==> src/rtl/rgb_expand_dim.sv <==
// rgb_expand_dim: expands packed RGB to 24-bit {R8,B8,G8} through a 2-stage pipeline and applies
// a frame-synchronous multi-level dimming fade. Define RGB_DIM_WINDOW_EN to exempt the highlight window.
module rgb_expand_dim #(
    parameter int IN_BITS     = 4,
    parameter int CW          = 12,
    parameter int WIN_X0      = 283,
    parameter int WIN_Y0      = 220,
    parameter int WIN_X1      = 483,
    parameter int WIN_Y1      = 355,
    parameter int DIM_MAX     = 2,
    parameter int FADE_FRAMES = 2
) (
    input  logic                             clk,
    input  logic                             rst_n,
    input  logic [3*IN_BITS-1:0]             pix_in,
    input  logic                             pix_valid,
    input  logic [CW-1:0]                    hdata,
    input  logic [CW-1:0]                    vdata,
    input  logic                             frame_start,
    input  logic                             to_black,
    output logic [23:0]                      rgb888,
    output logic                             rgb_valid,
    output logic [$clog2(DIM_MAX+1)-1:0]     dim_level,
    output logic                             fade_busy
);
    localparam int LW   = $clog2(DIM_MAX + 1);
    localparam int CNTW = $clog2(FADE_FRAMES + 1);

    // Bit 1 of the encoding marks the two fading states, so fade_busy is a plain register bit.
    typedef enum logic [1:0] {
        ST_IDLE     = 2'b00,
        ST_DIMMED   = 2'b01,
        ST_FADE_IN  = 2'b10,
        ST_FADE_OUT = 2'b11
    } state_e;

    state_e               state_q, state_d, fade_st_s, settle_st_s;
    logic [LW-1:0]        level_q, level_d, target_s, step_level_s;
    logic [CNTW-1:0]      cnt_q, cnt_d, cnt_inc_s;
    logic                 in_window_s;
    logic                 s1_valid_q;
    logic [3*IN_BITS-1:0] s1_pix_q;
    logic                 s1_win_q;
    logic [LW-1:0]        s1_lvl_q;
    logic [LW-1:0]        eff_lvl_s;
    logic [23:0]          rgb_d, rgb_q;
    logic                 rgb_valid_q;

    function automatic logic [IN_BITS-1:0] dim_ch(input logic [IN_BITS-1:0] c, input logic [LW-1:0] l);
        logic [IN_BITS-1:0] lx;
        lx = IN_BITS'(l);
        return (c > lx) ? (c - lx) : {IN_BITS{1'b0}};
    endfunction

    function automatic logic [7:0] expand8(input logic [IN_BITS-1:0] c);
        logic [7:0] e;
        for (int i = 0; i < 8; i++) begin
            e[7-i] = c[IN_BITS-1-(i%IN_BITS)];
        end
        return e;
    endfunction

`ifdef RGB_DIM_WINDOW_EN
    localparam logic [CW-1:0] X0 = CW'(WIN_X0);
    localparam logic [CW-1:0] Y0 = CW'(WIN_Y0);
    localparam logic [CW-1:0] X1 = CW'(WIN_X1);
    localparam logic [CW-1:0] Y1 = CW'(WIN_Y1);

    // Inclusive highlight-window test.
    always_comb begin
        in_window_s = (hdata >= X0) && (hdata <= X1) && (vdata >= Y0) && (vdata <= Y1);
    end
`else
    logic unused_coord_s;
    assign unused_coord_s = ^{hdata, vdata, CW'(WIN_X0), CW'(WIN_Y0), CW'(WIN_X1), CW'(WIN_Y1)};

    // Without the window feature every pixel is dimmed.
    always_comb begin
        in_window_s = 1'b0;
    end
`endif

    // Fade FSM state register.
    always_ff @(posedge clk or negedge rst_n) begin
        if (!rst_n) begin
            state_q <= ST_IDLE;
            level_q <= {LW{1'b0}};
            cnt_q   <= {CNTW{1'b0}};
        end else begin
            state_q <= state_d;
            level_q <= level_d;
            cnt_q   <= cnt_d;
        end
    end

    // Fade next state: a direction change restarts the frame count at 1.
    always_comb begin
        target_s     = to_black ? LW'(DIM_MAX) : {LW{1'b0}};
        fade_st_s    = to_black ? ST_FADE_IN : ST_FADE_OUT;
        settle_st_s  = to_black ? ST_DIMMED : ST_IDLE;
        step_level_s = to_black ? (level_q + LW'(1)) : (level_q - LW'(1));
        cnt_inc_s    = (state_q == fade_st_s) ? (cnt_q + CNTW'(1)) : CNTW'(1);
        state_d      = state_q;
        level_d      = level_q;
        cnt_d        = cnt_q;
        if (!frame_start) begin
            state_d = state_q;
        end else if (level_q == target_s) begin
            state_d = settle_st_s;
            cnt_d   = {CNTW{1'b0}};
        end else if (cnt_inc_s >= CNTW'(FADE_FRAMES)) begin
            level_d = step_level_s;
            cnt_d   = {CNTW{1'b0}};
            state_d = (step_level_s == target_s) ? settle_st_s : fade_st_s;
        end else begin
            cnt_d   = cnt_inc_s;
            state_d = fade_st_s;
        end
    end

    // Stage 1: capture pixel, window flag and the level in force before any same-cycle update.
    always_ff @(posedge clk or negedge rst_n) begin
        if (!rst_n) begin
            s1_valid_q <= 1'b0;
            s1_pix_q   <= {(3*IN_BITS){1'b0}};
            s1_win_q   <= 1'b0;
            s1_lvl_q   <= {LW{1'b0}};
        end else begin
            s1_valid_q <= pix_valid;
            if (pix_valid) begin
                s1_pix_q <= pix_in;
                s1_win_q <= in_window_s;
                s1_lvl_q <= level_q;
            end
        end
    end

    // Stage 2 datapath: saturating dim, bit-replication expand, panel order {R,B,G}.
    always_comb begin
        eff_lvl_s = s1_win_q ? {LW{1'b0}} : s1_lvl_q;
        if (s1_valid_q) begin
            rgb_d = {expand8(dim_ch(s1_pix_q[3*IN_BITS-1 -: IN_BITS], eff_lvl_s)),
                     expand8(dim_ch(s1_pix_q[IN_BITS-1:0], eff_lvl_s)),
                     expand8(dim_ch(s1_pix_q[2*IN_BITS-1 -: IN_BITS], eff_lvl_s))};
        end else begin
            rgb_d = rgb_q;
        end
    end

    // Stage 2 output registers.
    always_ff @(posedge clk or negedge rst_n) begin
        if (!rst_n) begin
            rgb_q       <= 24'h000000;
            rgb_valid_q <= 1'b0;
        end else begin
            rgb_q       <= rgb_d;
            rgb_valid_q <= s1_valid_q;
        end
    end

    // Outputs come straight from registers.
    always_comb begin
        rgb888    = rgb_q;
        rgb_valid = rgb_valid_q;
        dim_level = level_q;
        fade_busy = state_q[1];
    end
endmodule

==> config.mk <==
export PLATFORM = sky130hd
export DESIGN_NAME = rgb_expand_dim
export DESIGN_NICKNAME = d
export VERILOG_FILES = /design/src/rtl/rgb_expand_dim.sv
export SDC_FILE = /design/constraint.sdc
export NUM_CORES = 1
export LEC_CHECK = 0
export BUFFER_PORTS_ARGS = -buffer_cell sky130_fd_sc_hd__buf_2
export CAP_MARGIN = 20
export CORE_ASPECT_RATIO = 1.25
export CORE_MARGIN = 2
export CORE_UTILIZATION = 30
export CTS_CLUSTER_SIZE = 28
export DETAILED_ROUTE_END_ITERATION = 16
export PLACE_DENSITY = 0.64
export SYNTH_ARGS = -nofsm -noshare
export SYNTH_HDL_FRONTEND = slang
export SYNTH_SLANG_ARGS = --single-unit
export TNS_END_PERCENT = 10
==> constraint.sdc <==
create_clock -name clk -period 2 [get_ports clk]
set_clock_uncertainty 0.1 [all_clocks]
set_input_delay 0.1 -clock clk [delete_from_list [all_inputs] [get_ports clk]]
set_output_delay 0.1 -clock clk [all_outputs]
set_load 0.1 [all_outputs]
=== Yosys cells after proc, flatten, opt, wreduce, memory -nomap -nowiden ===
Index checks and enable logic that the tools add are counted.

* Add/sub/neg operators: 6
* $lt $le $gt $ge: 4
* Equal/unequal tests: 3
* Muxes and demuxes: 13
* Bitwise logic cells: 1
* Reduce and logical (&&, ||, !) cells: 1

{| class="wikitable"
|+ Operators with widths
! kind !! count
|-
| $mux W2 || 8
|-
| $gt A4 B2 Y1 || 3
|-
| $mux W4 || 3
|-
| $sub A4 B2 Y4 || 3
|-
| $eq A2 B2 Y1 || 3
|-
| $add A2 B1 Y2 const B || 2
|-
| $reduce_and A3 Y1 || 1
|-
| $ge A2 B2 Y1 const B || 1
|-
| $mux W1 || 2
|-
| $sub A2 B1 Y2 const B || 1
|-
| $not A1 Y1 || 1
|}

* Register bits after elaboration: 46
* Bits of input ports: 41

=== Depth between registers and ports, before layout ===
Gate-level depths: netlist of the first run.

* Depth after elaboration: 6
* Depth in mapped cells: 6

=== Worst setup path after synthesis of the first run ===
Ideal clock, no wire load.

* Path type: register to register
* Start point: reg level_q[1] (netlist: dim_level[1])
* End point: reg level_q[0] (netlist: dim_level[0])
* Library setup time: 0.160 ns
* Arrival: 1.847 ns
* Slack: -0.107 ns
* Stages on the path, launching flop included: 6
* Cell sequence: dfrtp_1 xnor2_1 ha_1 nor2b_1 nand4_1 xnor2_1

* Word-level cells in the longest chain between the ends: 3

{| class="wikitable"
|+ RTL lines
! element !! line !! RTL
|-
| start: declaration || 38 || <nowiki>logic [LW-1:0] level_q, level_d, target_s, step_level_s;</nowiki>
|-
| start signal: assignment || 87 || <nowiki>level_q <= {LW{1'b0}};</nowiki>
|-
| start signal: assignment || 91 || <nowiki>level_q <= level_d;</nowiki>
|-
| $eq A2 B2 Y1 || 108 || <nowiki>end else if (level_q == target_s) begin</nowiki>
|-
| $not A1 Y1 (no source line) || n/a ||
|-
| $reduce_and A3 Y1 (no source line) || n/a ||
|}

No other way between the ends.
A chain may end at the register's enable or synchronous reset.

=== Worst setup path after layout of the first run ===
* Start point: reg s1_lvl_q[0]
* End point: reg rgb_q[12] (netlist: rgb888[12])

* Word-level cells in the longest chain between the ends: 2

{| class="wikitable"
|+ RTL lines
! element !! line !! RTL
|-
| start: declaration || 44 || <nowiki>logic [LW-1:0] s1_lvl_q;</nowiki>
|-
| start signal: assignment || 127 || <nowiki>s1_lvl_q <= {LW{1'b0}};</nowiki>
|-
| start signal: assignment || 133 || <nowiki>s1_lvl_q <= level_q;</nowiki>
|-
| $sub A4 B2 Y4 or $gt A4 B2 Y1 (tied branches) || 52 || <nowiki>return (c > lx) ? (c - lx) : {IN_BITS{1'b0}};</nowiki>
|-
| $mux W4 (*) || 52 ||
|-
| end signal: assignment || 156 || <nowiki>rgb_q <= rgb_d;</nowiki>
|-
| end: declaration || 46 || <nowiki>logic [23:0] rgb_d, rgb_q;</nowiki>
|}

Mark *: on every way between the ends. The rest lies on a longest branch, timed or not.

==> impl_metrics.toml, run 1 <==
[grt]
grt_max_degree = 35
grt_pass1_vias = 1114
grt_pass1_wl_um = 5264
antenna_found_initial = 0
grt.total_usage_pct = 10.70
grt_overflow = 0

[sta]
finalSetupViolations = 0
setup_ws_ps = 323.2
fmax_mhz = 596.4
timing.slew.headroom_pct = 49.39
hold_viol = 0
finalCritPeriodShare_pct = 83.84
tightest_slew_ps = 759.2
setup_tns_ps = 0
rsz0062_at_grt = "no"
min_period_ps = 1677
slew_viol_final = 0

[final_layout]
nets = 257
finalInstanceArea_um2 = 2123
syn_to_final_growth_pct = 24.87
fill_cells = 553
num_antenna_cells = 0
regArea_um2 = 853.3
layout-drive-gt1-share_pct = 32.04
multi_input_area_um2 = 660.6

[setup_path]
r2r_slack_ps = 320
cp_data_required_time_ps = 2090
crit_slowest_cell = "dfrtp_1"
worstPathArrival_ps = 1770
worst-path-max-fanout = 4
r2r_end = "rgb888[12]$_DFFE_PN0P_"
endpoint_kind = "register"
reg2reg_from = "s1_lvl_q[0]$_DFFE_PN0P_"
path_cells = "ha_1 > fa_1 > a21oi_1 > o31ai_1 > o22ai_1"
rr_worst_depth = 5
crit_path_max_incr_delay_ps = 430
crit_type = "reg -> reg"
cp-start-kind = "register"

[logic_synthesis]
synth_area_um2 = 1700
yosysMostFrequentCell = "dfrtp_1"
ys_warn_count = 0
synth-edff-count = 0
syn-num-nets = 207
synth_compound_area_share_pct = 12.95
ys_types = 26
synth_xor_area_share_pct = 5.519
netlist.area_leader.share_pct = 50.04
synth_top_family_by_area = "compound AO/OA/AOI/OAI gates"
async_flop_share_pct = 100.0
yosys-mux-area-fraction_pct = 5.960
synth_top_area_cell = "dfrtp_1"
ys_top_cells_by_area = "dfrtp_1, mux2_2, buf_4"
yosys.area_share.adder_pct = 8.683
synth-seq-cells = 34
synthCells = 156
synth_seq_area_share_pct = 50.04
synth.avg_cell_area_um2 = 10.90
synthTopCellsByCount = "dfrtp_1, inv_1, buf_4"
synth-main-ff-cell = "dfrtp_1"
yosys.area_share.simple_pct = 5.740

[clock_tree]
cts_sinks = 34
worst_skew_pair.late_latency_ps = 280
root_buffer = "clkbuf_8"
clk_pin_slew_ps = 70
cts_tree = "built"
cts.path.max_buffers = 2
cts_max_level = 2
cts-buffers-inserted = 5

[placement]
io_buffers = 44
dp_slack_ps = 314.2
place_congestion = 0.7216
dp_hpwl_um = 2193
dpl_cell_area_um2 = 1904

[min_path]
hp-start = "pix_valid"
hp-class = "in -> reg"
worst_hold_path.endpoint = "s1_valid_q$_DFF_PN0_"
min_path_cells = 1

[floorplan]
rows = 30
die_w_um = 71.34
pin_count = 69
dieHeight_um = 88.17
start_util_pct = 31.24
dieArea_um2 = 6290
core_um2 = 5443

[status]
status = "completed"

[drt]
drtIter0Drc = 65
vias_per_cell = 4.430
ant_nets = 0
drc = 0
totalWireLength_um = 3009
routedWlPerCell_um = 11.14
vias = 1196
dr.pass1.iters = 4

[flow_run]
drv_cap = 0
[timing repair]
action / 4_1_cts / 5_1_grt
hold endpoints to repair: 49 / 0
setup endpoints to repair: 0 / 0
buffers inserted: 0 / 0
hold buffers: 14 / 0
resized for setup: 0 / 0
[sequential cells by signal, indices dropped and copies added (netlist names)]
register / cells
cnt_q: 2
dim_level: 2
rgb888: 12
rgb_valid: 1
s1_lvl_q: 2
s1_pix_q: 12
s1_valid_q: 1
state_q: 2
[placed cells by master, fill, tap and decap left out, types with 2 or more instances in the layout]
cell,instances
buf_2,44
dfrtp_1,32
inv_1,22
dlygate4sd3_1,14
nand2_1,10
mux2_2,9
o22ai_1,9
xnor2_1,7
o21ai_0,7
ha_1,7
a21oi_1,6
clkbuf_8,5
nor2_1,4
o31ai_1,3
a211oi_1,3
nor2b_1,3
o21ai_1,3
fa_1,3
xor2_2,2
nand4_1,2
clkinv_2,2
dfrtp_2,2
[critical path: cells and delay by family (launching register included)]
kind	cells	cell delay, ps
compound gates	3	430
fa+ha+maj	2	630
flops	1	430
[cell families after synthesis]
family / count (synthesis)
AOI/OAI and AO/OA: 35
xor gates and xnor gates: 9
adders and majority gates: 10
buffers and inverters: 38
DFF: 34
muxes: 9
and+or+nand+nor: 21
[how the worst max path moves through the flow]
stage / startpoint / endpoint / depth (start not counted) / slack [ps]
6_report: s1_lvl_q[0]$_DFFE_PN0P_ / rgb888[12]$_DFFE_PN0P_ / 5 / 320
2_1_floorplan: dim_level[1]$_DFFE_PN0P_ / dim_level[0]$_DFFE_PN0P_ / 5 / 210
5_1_grt: s1_lvl_q[0]$_DFFE_PN0P_ / rgb888[12]$_DFFE_PN0P_ / 5 / 140
3_5_place_dp: s1_lvl_q[0]$_DFFE_PN0P_ / rgb888[5]$_DFFE_PN0P_ / 5 / 310
3_3_place_gp: s1_lvl_q[0]$_DFFE_PN0P_ / rgb888[20]$_DFFE_PN0P_ / 5 / 360
4_1_cts: s1_lvl_q[0]$_DFFE_PN0P_ / rgb888[5]$_DFFE_PN0P_ / 5 / 300
[stage by stage]
stage / util (%) / hold slack (ps) / cells
after floorplan: - / -295.6 / 156
after global placement: 34.99 / 124.1 / 249
after detailed placement: 34.99 / 128.0 / 249
after CTS: 39.01 / 34.33 / 270
after global routing: 39.01 / 62.44 / 270
final: 39.01 / 41.19 / 270
[area by class of cell]
class | count | share of cell area (%)
multi-input cells | 84 | 31.11
flip-flops and latches | 34 | 40.19
clock buffers | 5 | 3.241
inverters | 22 | 3.889
well taps | 64 | 3.771
repair buffers | 59 | 17.32
clock inverters | 2 | 0.4714
[metal layers]
metal	GRT usage, %	share of wire, %
met2	18.60	49
met1	12.50	44
met5	0	0
met4	3.602	1.5
met3	3.337	5.6
Power of run 1 is left out: the tool's default activity adds up to more than one toggle a clock period on the data nets, which glitch-free logic cannot reach.
==> inputs of run 2 (changes only) <==
Clock period 2 ns to 1.6 ns, I/O delays scaled along.
==> impl_metrics.toml, run 2 (same netlist as run 1, synthesis figures left out) <==
[final_layout]
layout-drive-gt1-share_pct = 41.90
num_antenna_cells = 0
final_common_cell = "buf_2"
finalInstanceArea_um2 = 2288
fill_cells = 513
final_cell_mix = "buf_2, dfrtp_1, inv_1"
final_core_util_pct = 42.05
syn_to_final_growth_pct = 34.58
nets = 260

[sta]
slew_viol_final = 0
finalCritPeriodShare_pct = 99.68
holdWs_ps = 9.678
setup_tns_ps = 0
min_period_ps = 1595
finalSetupViolations = 0
rsz0062_at_grt = "yes"
tightest_slew_ps = 741.9
timing.slew.headroom_pct = 50.54
fmax_mhz = 627.0
hold_viol = 0

[clock_tree]
clk_pin_slew_ps = 80
cts_max_level = 2
cts-buffers-inserted = 5
cts_tree = "built"
root_buffer = "clkbuf_8"
cts.path.max_buffers = 2
worst_skew_pair.late_latency_ps = 280
cts_sinks = 34

[floorplan]
dieArea_um2 = 6290
die_w_um = 71.34
pin_count = 69
rows = 30
start_util_pct = 31.24
core_um2 = 5443
dieHeight_um = 88.17

[setup_path]
worstPathArrival_ps = 1710
crit_type = "reg -> reg"
cp_data_required_time_ps = 1710
endpoint_kind = "register"
cp-start-kind = "register"
worst-path-max-fanout = 4

[min_path]
hp-class = "in -> reg"

[drt]
drtIter0Drc = 35
totalWireLength_um = 3052
dr.pass1.iters = 3
drc = 0
ant_nets = 0
vias_per_cell = 4.434
routedWlPerCell_um = 11.14
vias = 1215

[grt]
grt_max_degree = 35
grt.total_usage_pct = 9.884
grt_overflow = 0
grt_pass1_wl_um = 4892
antenna_found_initial = 0
grt_pass1_vias = 1102

[placement]
dp_hpwl_um = 2232
io_buffers = 44
dpl_cell_area_um2 = 1944
place_congestion = 0.7772

[flow_run]
drv_cap = 0

[status]
status = "completed"
-- run 2: cell count changes in the layout (fill, tap and decap cells not counted), sizes merged --
cell | before | now
buf | 45 | 48
bufinv | 0 | 2
clkinv | 2 | 1
-- run 2: layout make-up --
| class | instances | area [um^2] | share of cell area (%) |
|---|---|---|---|
| sequential | 34 | 859.6 | 37.56 |
| multi-input combinational | 84 | 738.2 | 32.26 |
| timing repair buffer | 62 | 390.4 | 17.06 |
| inverter | 22 | 82.58 | 3.609 |
| tap | 64 | 80.08 | 3.499 |
| clock buffer | 5 | 68.82 | 3.007 |
| clock inverter | 3 | 68.82 | 3.007 |
-- run 2: stage by stage --
step	setup slack (ps)	cells
2_1_floorplan	-111.8	156
3_3_place_gp	-47.74	252
3_5_place_dp	-64.84	252
4_1_cts	-24.64	274
5_1_grt	-48.77	274
6_report	5.109	274
-- run 2: final timing paths --
check	slack [ps]	endpoint	start	depth (start not counted)
worst max-delay path	5	rgb888[22]$_DFFE_PN0P_	s1_lvl_q[0]$_DFFE_PN0P_	4
worst min-delay path	10	s1_valid_q$_DFF_PN0_	pix_valid	1
worst max register to register	5	rgb888[22]$_DFFE_PN0P_	s1_lvl_q[0]$_DFFE_PN0P_	4
worst min register to register	440	rgb888[12]$_DFFE_PN0P_	rgb888[12]$_DFFE_PN0P_	2
max in group asynchronous	550	dim_level[0]$_DFFE_PN0P_	rst_n	2
min in group asynchronous	300	rgb888[15]$_DFFE_PN0P_	rst_n	2
-- run 2: layer usage --
layer,share of wire [%],vias up,wire [um],track usage (%)
met5,0,-,0,0
met4,1.4,0,43,3.087
met3,4.9,4,149,2.992
met2,50,30,1535,16.75
met1,43,564,1323,12.08
li1,-,617,-,-
-- run 2: what timing repair did --
| item | CTS | global route |
|---|---|---|
| hold buffers | 14 | 0 |
| setup buffers | 0 | 0 |
| endpoints found under the setup margin | 11 | 13 |
| gates resized for setup | 7 | 10 |
| hold endpoints to repair | 49 | 0 |
| pin swaps | 2 | 9 |
-- run 2: critical path: stages (launching register included) --
cell	delay (ps)
dfrtp_2	460
ha_2	200
fa_2	360
mux2_2	280
a21oi_1	130
Power of run 2 is left out for the same reason.
